==> src/rtl/matrix_pkg.sv <==
// Shared scan-state type, default geometry and word-width helper for the LED matrix scanner.
package matrix_pkg;

   typedef enum logic [2:0] {
      StIdle,
      StFetch,
      StWait,
      StShift,
      StLatch,
      StDwell
   } scan_state_t;

   localparam int unsigned DefColW  = 16;
   localparam int unsigned DefRowN  = 8;
   localparam int unsigned DefDiv   = 2;
   localparam int unsigned DefDwell = 1024;

   // Serial word = row one-hot above the column data.
   function automatic int unsigned word_w(input int unsigned col_w, input int unsigned row_n);
      return col_w + row_n;
   endfunction

endpackage

==> src/rtl/scan_shifter.sv <==
// Serialiser for the 595 chain: prescaled SH_CP/DS generation for one word, then an ST_CP latch
// pulse. Loads on start_i and pulses done_o in the last latch cycle.
module scan_shifter #(
   parameter int unsigned WORD_W = 24,
   parameter int unsigned DIV    = 2
) (
   input  logic              clk_i,
   input  logic              rst_ni,
   input  logic              start_i,
   input  logic [WORD_W-1:0] word_i,
   output logic              shift_end_o,
   output logic              done_o,
   output logic              sh_cp_o,
   output logic              st_cp_o,
   output logic              ds_o
);

   localparam int unsigned PreW = $clog2(DIV + 1);
   localparam int unsigned BitW = $clog2(WORD_W + 1);

   logic [WORD_W-1:0] word_q, word_d;
   logic [PreW-1:0]   pre_q, pre_d;
   logic [BitW-1:0]   bit_q, bit_d;
   logic              shift_q, shift_d;
   logic              high_q, high_d;
   logic              latch_q, latch_d;
   logic              pre_last, bit_last;

   assign pre_last = (pre_q == PreW'(DIV - 1));
   assign bit_last = (bit_q == BitW'(WORD_W - 1));

   always_comb begin
      word_d  = word_q;
      pre_d   = pre_q;
      bit_d   = bit_q;
      shift_d = shift_q;
      high_d  = high_q;
      latch_d = latch_q;
      if (start_i) begin
         word_d  = word_i;
         shift_d = 1'b1;
         latch_d = 1'b0;
         high_d  = 1'b0;
         pre_d   = '0;
         bit_d   = '0;
      end else if (shift_q) begin
         if (pre_last) begin
            pre_d  = '0;
            high_d = ~high_q;
            // End of the high phase closes the bit period; next bit appears with SH_CP low.
            if (high_q) begin
               word_d = word_q >> 1;
               if (bit_last) begin
                  shift_d = 1'b0;
                  latch_d = 1'b1;
                  bit_d   = '0;
               end else begin
                  bit_d = bit_q + 1'b1;
               end
            end
         end else begin
            pre_d = pre_q + 1'b1;
         end
      end else if (latch_q) begin
         if (pre_last) begin
            pre_d   = '0;
            latch_d = 1'b0;
         end else begin
            pre_d = pre_q + 1'b1;
         end
      end
   end

   always_ff @(posedge clk_i or negedge rst_ni) begin
      if (!rst_ni) begin
         word_q  <= '0;
         pre_q   <= '0;
         bit_q   <= '0;
         shift_q <= 1'b0;
         high_q  <= 1'b0;
         latch_q <= 1'b0;
      end else begin
         word_q  <= word_d;
         pre_q   <= pre_d;
         bit_q   <= bit_d;
         shift_q <= shift_d;
         high_q  <= high_d;
         latch_q <= latch_d;
      end
   end

   assign sh_cp_o     = shift_q & high_q;
   assign ds_o        = shift_q & word_q[0];
   assign st_cp_o     = latch_q;
   assign shift_end_o = shift_q & high_q & pre_last & bit_last;
   assign done_o      = latch_q & pre_last;

endmodule

==> src/rtl/matrix_scan_ctrl.sv <==
// Row-scan scheduler for a 595-chain LED matrix with frame-boundary bank swapping.
// Optional macro BRIGHTNESS_PWM_EN adds the brightness port and PWM-gated OE_N within the dwell.
module matrix_scan_ctrl
   import matrix_pkg::*;
#(
   parameter int unsigned COL_W = DefColW,
   parameter int unsigned ROW_N = DefRowN,
   parameter int unsigned DIV   = DefDiv,
   parameter int unsigned DWELL = DefDwell
) (
   input  logic                    CLK,
   input  logic                    RST_N,
   input  logic                    enable,
   output logic                    fb_rd,
   output logic [$clog2(ROW_N):0]  fb_addr,
   input  logic [COL_W-1:0]        fb_data,
   input  logic                    frame_swap_req,
   output logic                    frame_swap_ack,
   output logic                    frame_done,
   output logic                    SH_CP,
   output logic                    ST_CP,
   output logic                    DS,
   output logic                    OE_N
`ifdef BRIGHTNESS_PWM_EN
   ,
   input  logic [3:0]              brightness
`endif
);

   localparam int unsigned WordW = word_w(COL_W, ROW_N);
   localparam int unsigned RowW  = $clog2(ROW_N);
   localparam int unsigned DwW   = $clog2(DWELL + 1);

   scan_state_t      state_q, state_d;
   logic [RowW-1:0]  row_q, row_d;
   logic             bank_q, bank_d;
   logic [DwW-1:0]   dwell_q, dwell_d;
   logic             frame_done_q, frame_done_d;
   logic             swap_ack_q, swap_ack_d;
   logic             sh_start, sh_shift_end, sh_done;
   logic [ROW_N-1:0] row_onehot;
   logic [WordW-1:0] word;
   logic [DwW-1:0]   on_len;
   logic             oe_on;

   assign row_onehot = ROW_N'(1) << row_q;
   assign word       = {row_onehot, fb_data};

`ifdef BRIGHTNESS_PWM_EN
   logic [3:0] bright_q;

   // Level is frozen for the whole dwell so a mid-row change cannot produce a runt pulse.
   always_ff @(posedge CLK or negedge RST_N) begin
      if (!RST_N) begin
         bright_q <= '0;
      end else if (state_q == StLatch && sh_done) begin
         bright_q <= brightness;
      end
   end

   assign on_len = DwW'((32'(bright_q) + 32'd1) * (DWELL / 16));
`else
   assign on_len = DwW'(DWELL);
`endif

   assign oe_on = (dwell_q < on_len);

   always_comb begin
      state_d      = state_q;
      row_d        = row_q;
      bank_d       = bank_q;
      dwell_d      = dwell_q;
      frame_done_d = 1'b0;
      swap_ack_d   = 1'b0;
      sh_start     = 1'b0;
      case (state_q)
         StIdle:  if (enable) state_d = StFetch;
         StFetch: state_d = StWait;
         StWait: begin
            sh_start = 1'b1;
            state_d  = StShift;
         end
         StShift: if (sh_shift_end) state_d = StLatch;
         StLatch: begin
            if (sh_done) begin
               state_d = StDwell;
               dwell_d = '0;
            end
         end
         StDwell: begin
            if (dwell_q == DwW'(DWELL - 1)) begin
               state_d = enable ? StFetch : StIdle;
               // Bank only flips here, between frames, so a displayed frame never tears.
               if (row_q == RowW'(ROW_N - 1)) begin
                  row_d        = '0;
                  frame_done_d = 1'b1;
                  if (frame_swap_req) begin
                     bank_d     = ~bank_q;
                     swap_ack_d = 1'b1;
                  end
               end else begin
                  row_d = row_q + 1'b1;
               end
            end else begin
               dwell_d = dwell_q + 1'b1;
            end
         end
         default: state_d = StIdle;
      endcase
   end

   always_ff @(posedge CLK or negedge RST_N) begin
      if (!RST_N) begin
         state_q      <= StIdle;
         row_q        <= '0;
         bank_q       <= 1'b0;
         dwell_q      <= '0;
         frame_done_q <= 1'b0;
         swap_ack_q   <= 1'b0;
      end else begin
         state_q      <= state_d;
         row_q        <= row_d;
         bank_q       <= bank_d;
         dwell_q      <= dwell_d;
         frame_done_q <= frame_done_d;
         swap_ack_q   <= swap_ack_d;
      end
   end

   scan_shifter #(
      .WORD_W (WordW),
      .DIV    (DIV)
   ) u_shifter (
      .clk_i       (CLK),
      .rst_ni      (RST_N),
      .start_i     (sh_start),
      .word_i      (word),
      .shift_end_o (sh_shift_end),
      .done_o      (sh_done),
      .sh_cp_o     (SH_CP),
      .st_cp_o     (ST_CP),
      .ds_o        (DS)
   );

   assign fb_rd          = (state_q == StFetch);
   assign fb_addr        = {bank_q, row_q};
   assign OE_N           = ~((state_q == StDwell) & oe_on);
   assign frame_done     = frame_done_q;
   assign frame_swap_ack = swap_ack_q;

endmodule
==> config.mk <==
export PLATFORM = sky130hd
export DESIGN_NAME = matrix_scan_ctrl
export DESIGN_NICKNAME = d
export VERILOG_FILES = /design/src/rtl/matrix_pkg.sv /design/src/rtl/scan_shifter.sv /design/src/rtl/matrix_scan_ctrl.sv
export SDC_FILE = /design/constraint.sdc
export NUM_CORES = 1
export LEC_CHECK = 0
export CAP_MARGIN = 20
export CORE_MARGIN = 8
export CORE_UTILIZATION = 50
export DETAILED_ROUTE_END_ITERATION = 10
export DONT_BUFFER_PORTS = 1
export SLEW_MARGIN = 20
export SYNTH_ARGS = -nofsm -noshare
export SYNTH_HDL_FRONTEND = slang
export SYNTH_SLANG_ARGS = --single-unit
==> constraint.sdc <==
create_clock -name CLK -period 2.4 [get_ports CLK]
set_input_delay 0.36 -clock CLK [delete_from_list [all_inputs] [get_ports CLK]]
set_output_delay 0.36 -clock CLK [all_outputs]
set_load 0.01 [all_outputs]
==> impl_metrics.ini <==
[synthesis]
synth-seq-cells = 54
yosysTopAreaCellShare_pct = 48.3
synth.top_cells.by_area = dfrtp_1 48%, mux2i_1 8.6%, o21ai_0 6.4%, nand2_1 4.3%, ha_1 3.6%
synth_area_sq_um = 2800
ys_warn_count = 0
synth_most_common_cell = dfrtp_1
synth_top_area_cell = dfrtp_1
syn_avg_cell_area_sq_um = 10.3
syn_inst = 273
syn-num-nets = 301
synth_edf_count = 0
seq_area_frac_synth_pct = 48.3
synth_cell_types = 47
yosys_most_used_dff = dfrtp_1
synth_common_cells = 54 x dfrtp_1, 36 x o21ai_0, 32 x nand2_1, 24 x mux2i_1, 12 x nand3_1
async_flop_share_pct = 100

[clocking]
numCtsBuffers = 5
cts_buffer_depth = 2
cts.sinks = 54
clkTransAtPathRegs_ns = 0.10
postCtsSetupRepairBufs = 0
hold_buffers = 2
cts_tree = yes
post_cts_resized = 0
htree_levels = 2
insertion_delay_ns = 0.31
cts-root-buf = clkbuf_8

[timing]
finalHoldViolations = 0
min_period_ns = 1.92
fin_ws_ns = 0.482
fmax_mhz = 521
skew_ns = 0.0112
rsz0062_at_grt = no
period_share_pct = 79.9
setup-tns-final_ns = 0
setup_viol = 0
tightest_slew_ns = 0.496
final_max_slew_viol_count = 0
max_slew_margin_pct = 66.9

[run_status]
status = completed

[cells_and_area]
area_growth_pct = 6.03
n_fill_cell = 509
final_area_sq_um = 2970
fin_nets = 297
drive_above_1_share_pct = 8.15
final_cells = 343

[worst_setup_path]
reg2reg_from = dwell_q[0]
crit_path_max_fanout = 8
cp-end-kind = flop
worstPathArrival_ns = 2.12
setup.worst_path.start_class = flop
path_class = flop to flop
startpoint = dwell_q[0]
crit_required_ns = 2.60

[floorplan]
io_pins = 31
die_area_sq_um = 8250
rows = 27
die_width_microns = 90.8
start_util_pct = 51.2
coreArea_sq_um = 5470
die_h_microns = 90.8

[hold_path]
worstHoldStart = fb_data[6]
hp-class = input pin to flop

[power]
ir_worst_vdd_uv = 372
power_density_nw_per_um2 = 765
total_power_w = 0.00227
leakage_nw = 1.37

[grt]
use_met2_pct = 21.4
globalRouteMet3Util_pct = 3.91
grt_pass1_wl_microns = 9210
grt_max_degree = 59
grt_pass1_vias = 1826
top_usage_layer = met2
antenna_found_initial = 1
overflow = 0
grtUsageMet1_pct = 17.3
groute.usage.overall_pct = 13.7

[placed_design]
gp_congestion = 0.834
dp_slack_ns = 0.481
hpwl_microns = 3780
portBuffers = 0
placed_cells = 332
placed_cell_area_sq_um = 2820

[detailed_routing]
wl_microns = 5500
firstDrtPassIters = 4
wl_per_cell_microns = 16.0
avgViaCountPerCell = 5.50
dr.first_iter.drc_count = 78
detail-route-antenna-nets = 0
drcViolationCount = 0
num_vias = 1885

[flow_run]
drv_cap = 0
-- final cells by class --
class / instances / area (sq um) / share of cell area (%)
Multi-Input combinational cell: 197 / 1330 / 44.8
Clock buffer: 5 / 68.8 / 2.32
Inverter: 5 / 18.8 / 0.632
Tap cell: 72 / 90.1 / 3.03
Timing Repair Buffer: 6 / 67.6 / 2.28
Sequential cell: 54 / 1350 / 45.5
Clock inverter: 3 / 40.0 / 1.35
Antenna cell: 1 / 2.50 / 0.0843
-- report_power, final --
group / switching [W] / total, W / leakage, nW / internal (W)
sequential: 0.000123 / 0.00120 / 0.705 / 0.00108
combinational: 0.000246 / 0.000467 / 0.605 / 0.000221
clock: 0.000292 / 0.000600 / 0.0579 / 0.000307
-- worst max-delay path, cell delays in order (launching register included) --
cell and delay [ns]:
dfrtp_1 0.42, ha_1 0.27, nand3_4 0.17, nor4_4 0.09, or3_1 0.48, a221o_1 0.38
-- sequential cells by signal, indices dropped and copies added (netlist names) --
| signal | cells |
|---|---|
| row_q | 3 |
| u_shifter.shift_q | 1 |
| frame_done | 1 |
| u_shifter.st_cp_o | 1 |
| u_shifter.bit_q | 5 |
| bank_q | 1 |
| state_q | 3 |
| frame_swap_ack | 1 |
| u_shifter.word_q | 24 |
| dwell_q | 11 |
| u_shifter.high_q | 1 |
| u_shifter.pre_q | 2 |
-- worst paths after layout --
check,endpoint,slack (ns),depth (start not counted)
worst max-delay path,dwell_q[9],0.48,5
min in group asynchronous,u_shifter.bit_q[4],0.58,2
worst max register to register,dwell_q[9],0.48,5
max in group asynchronous,u_shifter.shift_q,1.58,2
worst min-delay path,u_shifter.word_q[6],0.16,2
worst min register to register,u_shifter.pre_q[1],0.53,2
-- per-stage QoR --
stage               hold slack [ns]  util [%]
finish                        0.162      54.3
global route                  0.155      54.3
CTS                           0.154      54.2
detailed placement           0.0664      51.5
global placement             0.0663      51.5
floorplan                    0.0644         -
-- cell families (layout without fill, tap and decap cells) --
logic type / Yosys count / count (layout) / synth area share [%]
AND/OR/NAND/NOR: 99 / 99 / 21.1
AO/OA/AOI/OAI: 63 / 63 / 13.3
flip-flops: 54 / 54 / 48.3
multiplexers: 24 / 24 / 8.58
buffers and inverters: 22 / 19 / 4.24
adder cells (fa/ha/maj): 8 / 8 / 3.57
XOR/XNOR: 3 / 3 / 0.939
other: 0 / 1 / 0
-- routing by layer --
layer	vias up	wire length, microns
met5	-	0
met4	0	81
met1	883	2620
li1	967	-
met3	7	227
met2	28	2570
-- cell usage in the layout, fill, tap and decap left out, types with 6 or more instances in the layout --
cell type,netlist,final
mux2i_1,24,24
and2_1,6,6
ha_1,8,8
nor2_1,11,11
dfrtp_1,54,54
nand2_1,32,32
nand3_1,12,12
a21oi_1,7,7
o21ai_0,36,36
Note: power is estimated with default switching activity, not from simulation.
